File: config.mk
export PLATFORM = sky130hd
export DESIGN_NAME = data_mem_arbiter
export DESIGN_NICKNAME = d
export VERILOG_FILES = /design/src/rtl/data_mem_arbiter.sv
export SDC_FILE = /design/constraint.sdc
export NUM_CORES = 1
export LEC_CHECK = 0
export CORE_ASPECT_RATIO = 0.7
export CORE_MARGIN = 2
export CORE_UTILIZATION = 40
export CTS_BUF_LIST = sky130_fd_sc_hd__clkbuf_8
export CTS_CLUSTER_SIZE = 12
export DETAILED_ROUTE_END_ITERATION = 10
export GPL_ROUTABILITY_DRIVEN = 0
export PLACE_DENSITY = 0.75
export SLEW_MARGIN = 10
export SYNTH_ARGS = -nofsm -noshare
export SYNTH_HDL_FRONTEND = slang
export SYNTH_SLANG_ARGS = --single-unit
File: constraint.sdc
create_clock -name clk -period 1.7 [get_ports clk]
set_input_delay 0.34 -clock clk [delete_from_list [all_inputs] [get_ports clk]]
set_output_delay 0.34 -clock clk [all_outputs]
set_load 0.02 [all_outputs]
File: src/rtl/data_mem_arbiter.sv
// Round-robin arbiter sharing one single-port data memory between the CPU data port (m0) and the debug/loader port (m1).
// Latency from the grant edge: writes complete in 2 cycles, reads in 2+MEM_LAT cycles, with one transaction in flight at a time.
// Backpressure: gnt is only raised in IDLE, and a requester holds req and its payload until it sees gnt at a rising edge.
//
// Ports:
//   clk, rst          : rising-edge clock, asynchronous active-low reset
//   mN_req/we/addr/wdata : request side of master N (N = 0 CPU, 1 debug)
//   mN_gnt            : combinational accept, IDLE only, at most one high
//   mN_rvalid/rdata   : one-cycle completion pulse; rdata holds between pulses
//   mem_en/we/addr/wdata/rdata : single-port memory interface
//   perf_clr, perf_m0_cnt, perf_m1_cnt : grant counters, present only with DATA_MEM_ARB_PERF_EN
module data_mem_arbiter #(
  parameter int AW      = 32,
  parameter int DW      = 32,
  parameter int MEM_LAT = 1
) (
  input  logic          clk,
  input  logic          rst,
  input  logic          m0_req,
  input  logic          m0_we,
  input  logic [AW-1:0] m0_addr,
  input  logic [DW-1:0] m0_wdata,
  output logic          m0_gnt,
  output logic          m0_rvalid,
  output logic [DW-1:0] m0_rdata,
  input  logic          m1_req,
  input  logic          m1_we,
  input  logic [AW-1:0] m1_addr,
  input  logic [DW-1:0] m1_wdata,
  output logic          m1_gnt,
  output logic          m1_rvalid,
  output logic [DW-1:0] m1_rdata,
`ifdef DATA_MEM_ARB_PERF_EN
  input  logic          perf_clr,
  output logic [31:0]   perf_m0_cnt,
  output logic [31:0]   perf_m1_cnt,
`endif
  output logic          mem_en,
  output logic          mem_we,
  output logic [AW-1:0] mem_addr,
  output logic [DW-1:0] mem_wdata,
  input  logic [DW-1:0] mem_rdata
);

  // The wait counter is 4 bits wide, so latencies beyond 15 cannot be sequenced.
  generate
    if (MEM_LAT < 1 || MEM_LAT > 15) begin : g_bad_mem_lat
      $error("data_mem_arbiter: MEM_LAT must be in 1..15");
    end
  endgenerate

  typedef enum logic [1:0] {IDLE, ACCESS, WAIT, RESP} state_t;

  state_t        state_q, state_d;
  logic          owner_q;      // 0 = m0, 1 = m1
  logic          we_q;
  logic [AW-1:0] addr_q;
  logic [DW-1:0] wdata_q;
  logic [3:0]    cnt_q;
  logic [DW-1:0] rdata_q;
  logic          rr_last_q;    // owner of the most recent grant
  logic [DW-1:0] m0_hold_q;
  logic [DW-1:0] m1_hold_q;
  logic [DW-1:0] resp_data;

  // Writes complete with zero data; reads return what was captured in WAIT.
  assign resp_data = we_q ? '0 : rdata_q;

  // Address and write data come straight from the latched request, so they
  // stay put outside ACCESS and only mem_en qualifies them.
  assign mem_addr  = addr_q;
  assign mem_wdata = wdata_q;

  always_comb begin
    state_d   = state_q;
    m0_gnt    = 1'b0;
    m1_gnt    = 1'b0;
    mem_en    = 1'b0;
    mem_we    = 1'b0;
    m0_rvalid = 1'b0;
    m1_rvalid = 1'b0;
    m0_rdata  = m0_hold_q;
    m1_rdata  = m1_hold_q;
    case (state_q)
      IDLE: begin
        // On a tie the master that did not win last time goes first.
        m0_gnt = m0_req & (~m1_req | rr_last_q);
        m1_gnt = m1_req & (~m0_req | ~rr_last_q);
        if (m0_gnt || m1_gnt) begin
          state_d = ACCESS;
        end
      end
      ACCESS: begin
        mem_en  = 1'b1;
        mem_we  = we_q;
        state_d = we_q ? RESP : WAIT;
      end
      WAIT: begin
        if (cnt_q == 4'd0) begin
          state_d = RESP;
        end
      end
      RESP: begin
        if (owner_q) begin
          m1_rvalid = 1'b1;
          m1_rdata  = resp_data;
        end else begin
          m0_rvalid = 1'b1;
          m0_rdata  = resp_data;
        end
        state_d = IDLE;
      end
      default: state_d = IDLE;
    endcase
  end

  always_ff @(posedge clk or negedge rst) begin
    if (!rst) begin
      state_q   <= IDLE;
      owner_q   <= 1'b0;
      we_q      <= 1'b0;
      addr_q    <= '0;
      wdata_q   <= '0;
      cnt_q     <= 4'd0;
      rdata_q   <= '0;
      rr_last_q <= 1'b1;
      m0_hold_q <= '0;
      m1_hold_q <= '0;
    end else begin
      state_q <= state_d;
      case (state_q)
        IDLE: begin
          if (m0_gnt || m1_gnt) begin
            owner_q   <= m1_gnt;
            we_q      <= m1_gnt ? m1_we    : m0_we;
            addr_q    <= m1_gnt ? m1_addr  : m0_addr;
            wdata_q   <= m1_gnt ? m1_wdata : m0_wdata;
            rr_last_q <= m1_gnt;
          end
        end
        ACCESS: begin
          if (!we_q) begin
            cnt_q <= 4'(MEM_LAT - 1);
          end
        end
        WAIT: begin
          if (cnt_q == 4'd0) begin
            rdata_q <= mem_rdata;
          end else begin
            cnt_q <= cnt_q - 4'd1;
          end
        end
        RESP: begin
          // Keep the delivered word visible on the owner's rdata afterwards.
          if (owner_q) begin
            m1_hold_q <= resp_data;
          end else begin
            m0_hold_q <= resp_data;
          end
        end
        default: ;
      endcase
    end
  end

`ifdef DATA_MEM_ARB_PERF_EN
  // Grant counters; clear wins over a same-cycle increment, and both saturate.
  always_ff @(posedge clk or negedge rst) begin
    if (!rst) begin
      perf_m0_cnt <= '0;
      perf_m1_cnt <= '0;
    end else if (perf_clr) begin
      perf_m0_cnt <= '0;
      perf_m1_cnt <= '0;
    end else begin
      if (m0_gnt && perf_m0_cnt != 32'hFFFF_FFFF) begin
        perf_m0_cnt <= perf_m0_cnt + 32'd1;
      end
      if (m1_gnt && perf_m1_cnt != 32'hFFFF_FFFF) begin
        perf_m1_cnt <= perf_m1_cnt + 32'd1;
      end
    end
  end
`endif

endmodule

==> results.md <==
* Mean routed wirelength per cell at 20.8 um
* LEAKAGE at 0.00576 uW
* Bufs and invs on worst path at 2
* Initial Util at 0.409
* Most frequent cell after synthesis: dfrtp_1
* Syn Inst Count at 741
* Largest delay contributor family on the critical path: flip-flops
* Number of global-route vias before repair at 7457
* Dpl ws at -0.489 ns
* Num CTS Buffers at 17
* Net count after synthesis at 913
* CTS max path bufs at 2
* Die Span Y at 118 um
* Relative slew slack at 0.689
* Slowest CP cell: dfrtp_1
* Worst VDD drop at 1.39 mV
* Final Hold Vio Count at 0
* # rows at 41
* Area leader, netlist: dfrtp_1
* Synth warn at 0
* Num ports at 300
* Drt pass-1 iters at 5
* Post-route DRC at 0
* Full die area at 19600 um2
* Fmax at 467 MHz
* Worst path required time at 1.36 ns
* Iter 0 DRT Violations at 581
* Clk_skew at 0.0179 ns
* Post-synth EDFFs at 0
* Outcome: finished, violations left
* Post-Syn Area at 7390 um2
* Nets@finish at 1298
* Routed via count at 7517
* Final setup violation count at 172
* Failing checks: setup timing
* Htree depth at 4
* Max Cap Viol at 0
* Reg clk slew, reported paths at 0.10 ns
* Synth top area cells: dfrtp_1 (57%), o21ai_0 (8.7%), a31oi_1 (5.6%)
* CP cell instances: ha_4 > nand2b_4 > clkbuf_16 > o21ai_2 > buf_4
* CP Class: flop to output port
* Area Overhead vs Synth at 82.7%
* Avg Cell Area, Syn at 9.97 um2
* TritonCTS clock tree: yes
* Ys async rst share at 1.00
* Synth unique cells at 36
* Top_reg_cell synth: dfrtp_1
* Post-synth top cells: dfrtp_1 (168), o21ai_0 (128), nand2_1 (70)
* Post-synth top area share at 0.569
* Initial antenna violation count at 1
* Worst setup margin at -0.443 ns
* WHS at 0.362 ns
* IO Port Bufs at 299
* Detail Route Antenna Nets at 0
* FF+latch count, synth at 169
* Routed wire length at 28.7 mm
* Crit path DAT at 1.80 ns
* Setup_tns at -51.16 ns
* Power per cell area at 1990 nW/um2
* Final HPWL DP at 16.4 mm
* Area of placed instances at 11100 um2
* CTS sink count at 169
* Unrepaired setup endpoints after global routing: yes
* Vias per cell at 5.46
* Pin count of the biggest net entering global routing at 42
* Chip Width at 166 um
* Share of post-route cells with drive strength above 1 at 0.348
* Fin crit share at 1.26
* Clk Latency, worst-skew pair at 0.48 ns
* Hold Path Class: input port to asynchronous set/reset pin
* Final min period at 2.14 ns
* Grt total ovfl at 0
* Core Footprint at 18100 um2
* Slew Limit Fails at 0
* CP Launch Type: flop
* Critical path fanouts, max at 16
* CTS root buffer: clkbuf_8
* Delay of the slowest critical-path stage at 0.40 ns
* Gr usage total at 0.269
* Worst-Margin Slew at 0.466 ns
* Register area share after synthesis at 0.573
* Critical Path End Type: output port
* First-pass GRT wire length at 41.2 mm
* Fin area at 13500 um2
-- per-stage QoR --
stage,std cells,utilization,total power (uW)
2_1_floorplan,741,-,13300
3_3_place_gp,1279,0.614,19000
3_5_place_dp,1279,0.614,19300
4_1_cts,1357,0.699,24700
5_1_grt,1375,0.747,28200
6_report,1376,0.747,26900
-- flip-flops by register name, indices dropped and copies added, names as in the netlist --
register	cells
m0_hold_q	32
m1_hold_q	32
mem_addr	32
mem_wdata	32
rdata_q	32
cnt_q	4
state_q	2
owner_q	1
rr_last_q	1
we_q	1
-- cells in the final DEF (no fill, tap or decap), types with 18 or more instances in the layout --
cell               n
dfrtp_1          168
clkdlybuf4s50_1  164
buf_6             73
buf_4             65
dlygate4sd2_1     64
nor2_1            63
a31oi_1           60
nand3_1           56
o21ai_0           54
o21ai_2           49
nand2_1           48
nand2b_1          34
buf_12            24
clkbuf_8          19
mux2_4            18
-- metal layers --
metal / track usage / up-vias / wire, um
li1: - / 3403 / -
met1: 0.331 / 3676 / 10900
met2: 0.445 / 371 / 14300
met3: 0.0931 / 67 / 2440
met4: 0.0873 / 0 / 965
met5: 0.00256 / - / 0
-- worst register-to-register path, cell delays in order (launching register included) --
cell	delay, ns
dfrtp_1	0.42
buf_4	0.15
buf_6	0.12
inv_4	0.06
buf_6	0.10
ha_4	0.13
and4bb_4	0.28
buf_12	0.11
bufbuf_16	0.25
mux2_2	0.32
-- worst paths after layout --
kind / start / to / slack, ns / cells after the start
setup / recovery: state_q[0]$_DFFE_PN0P_ / m0_rdata[4] / -0.44 / 5
hold / removal: rst / m0_hold_q[31]$_DFF_PN0_ / 0.36 / 2
setup reg to reg: state_q[0]$_DFFE_PN0P_ / rdata_q[1]$_DFFE_PN0P_ / -0.35 / 9
hold reg to reg: m1_hold_q[22]$_DFF_PN0_ / m1_hold_q[22]$_DFF_PN0_ / 0.49 / 2
max in group asynchronous: rst / rr_last_q$_DFFE_PN1P_ / 0.70 / 3
min in group clk: m1_addr[23] / mem_addr[23]$_DFFE_PN0P_ / 0.41 / 3
-- cells by family (layout without fill, tap and decap cells) --
group                      Yosys count  count (layout)  share of synthesized area
DFF                                169             169                      0.573
and+or+nand+nor                    250             250                      0.155
buffers and inverters               73             471                     0.0491
muxes                               35              35                     0.0571
other                                0               1                          0
AOI/OAI and AO/OA                  208             208                      0.156
adders and majority gates            6               6                     0.0102
-- what timing repair did --
item	4_1_cts	5_1_grt
resized for setup	633	146
hold buffers	1	0
pin swaps	25	24
gates cloned	19	11
buffers inserted	28	14
setup endpoints to repair	236	173
endpoints found under the hold margin	35	0
-- power by group --
group	leakage (uW)	switching (uW)	internal, uW	total, uW
Combinational	0.00350	8570	8280	16800
Sequential	0.00205	926	5950	6880
Clock	0.000212	1690	1460	3150
-- area by class of cell --
type,instances,area [um2]
timing repair buffer,430,4940
sequential,169,4230
clock inverter,13,178
inverter,9,38.8
multi-input combinational,499,3540
fill,1239,4560
clock buffer,19,262
antenna,1,2.50
tap,236,295
No activity file was read; power rests on OpenSTA's default activity.
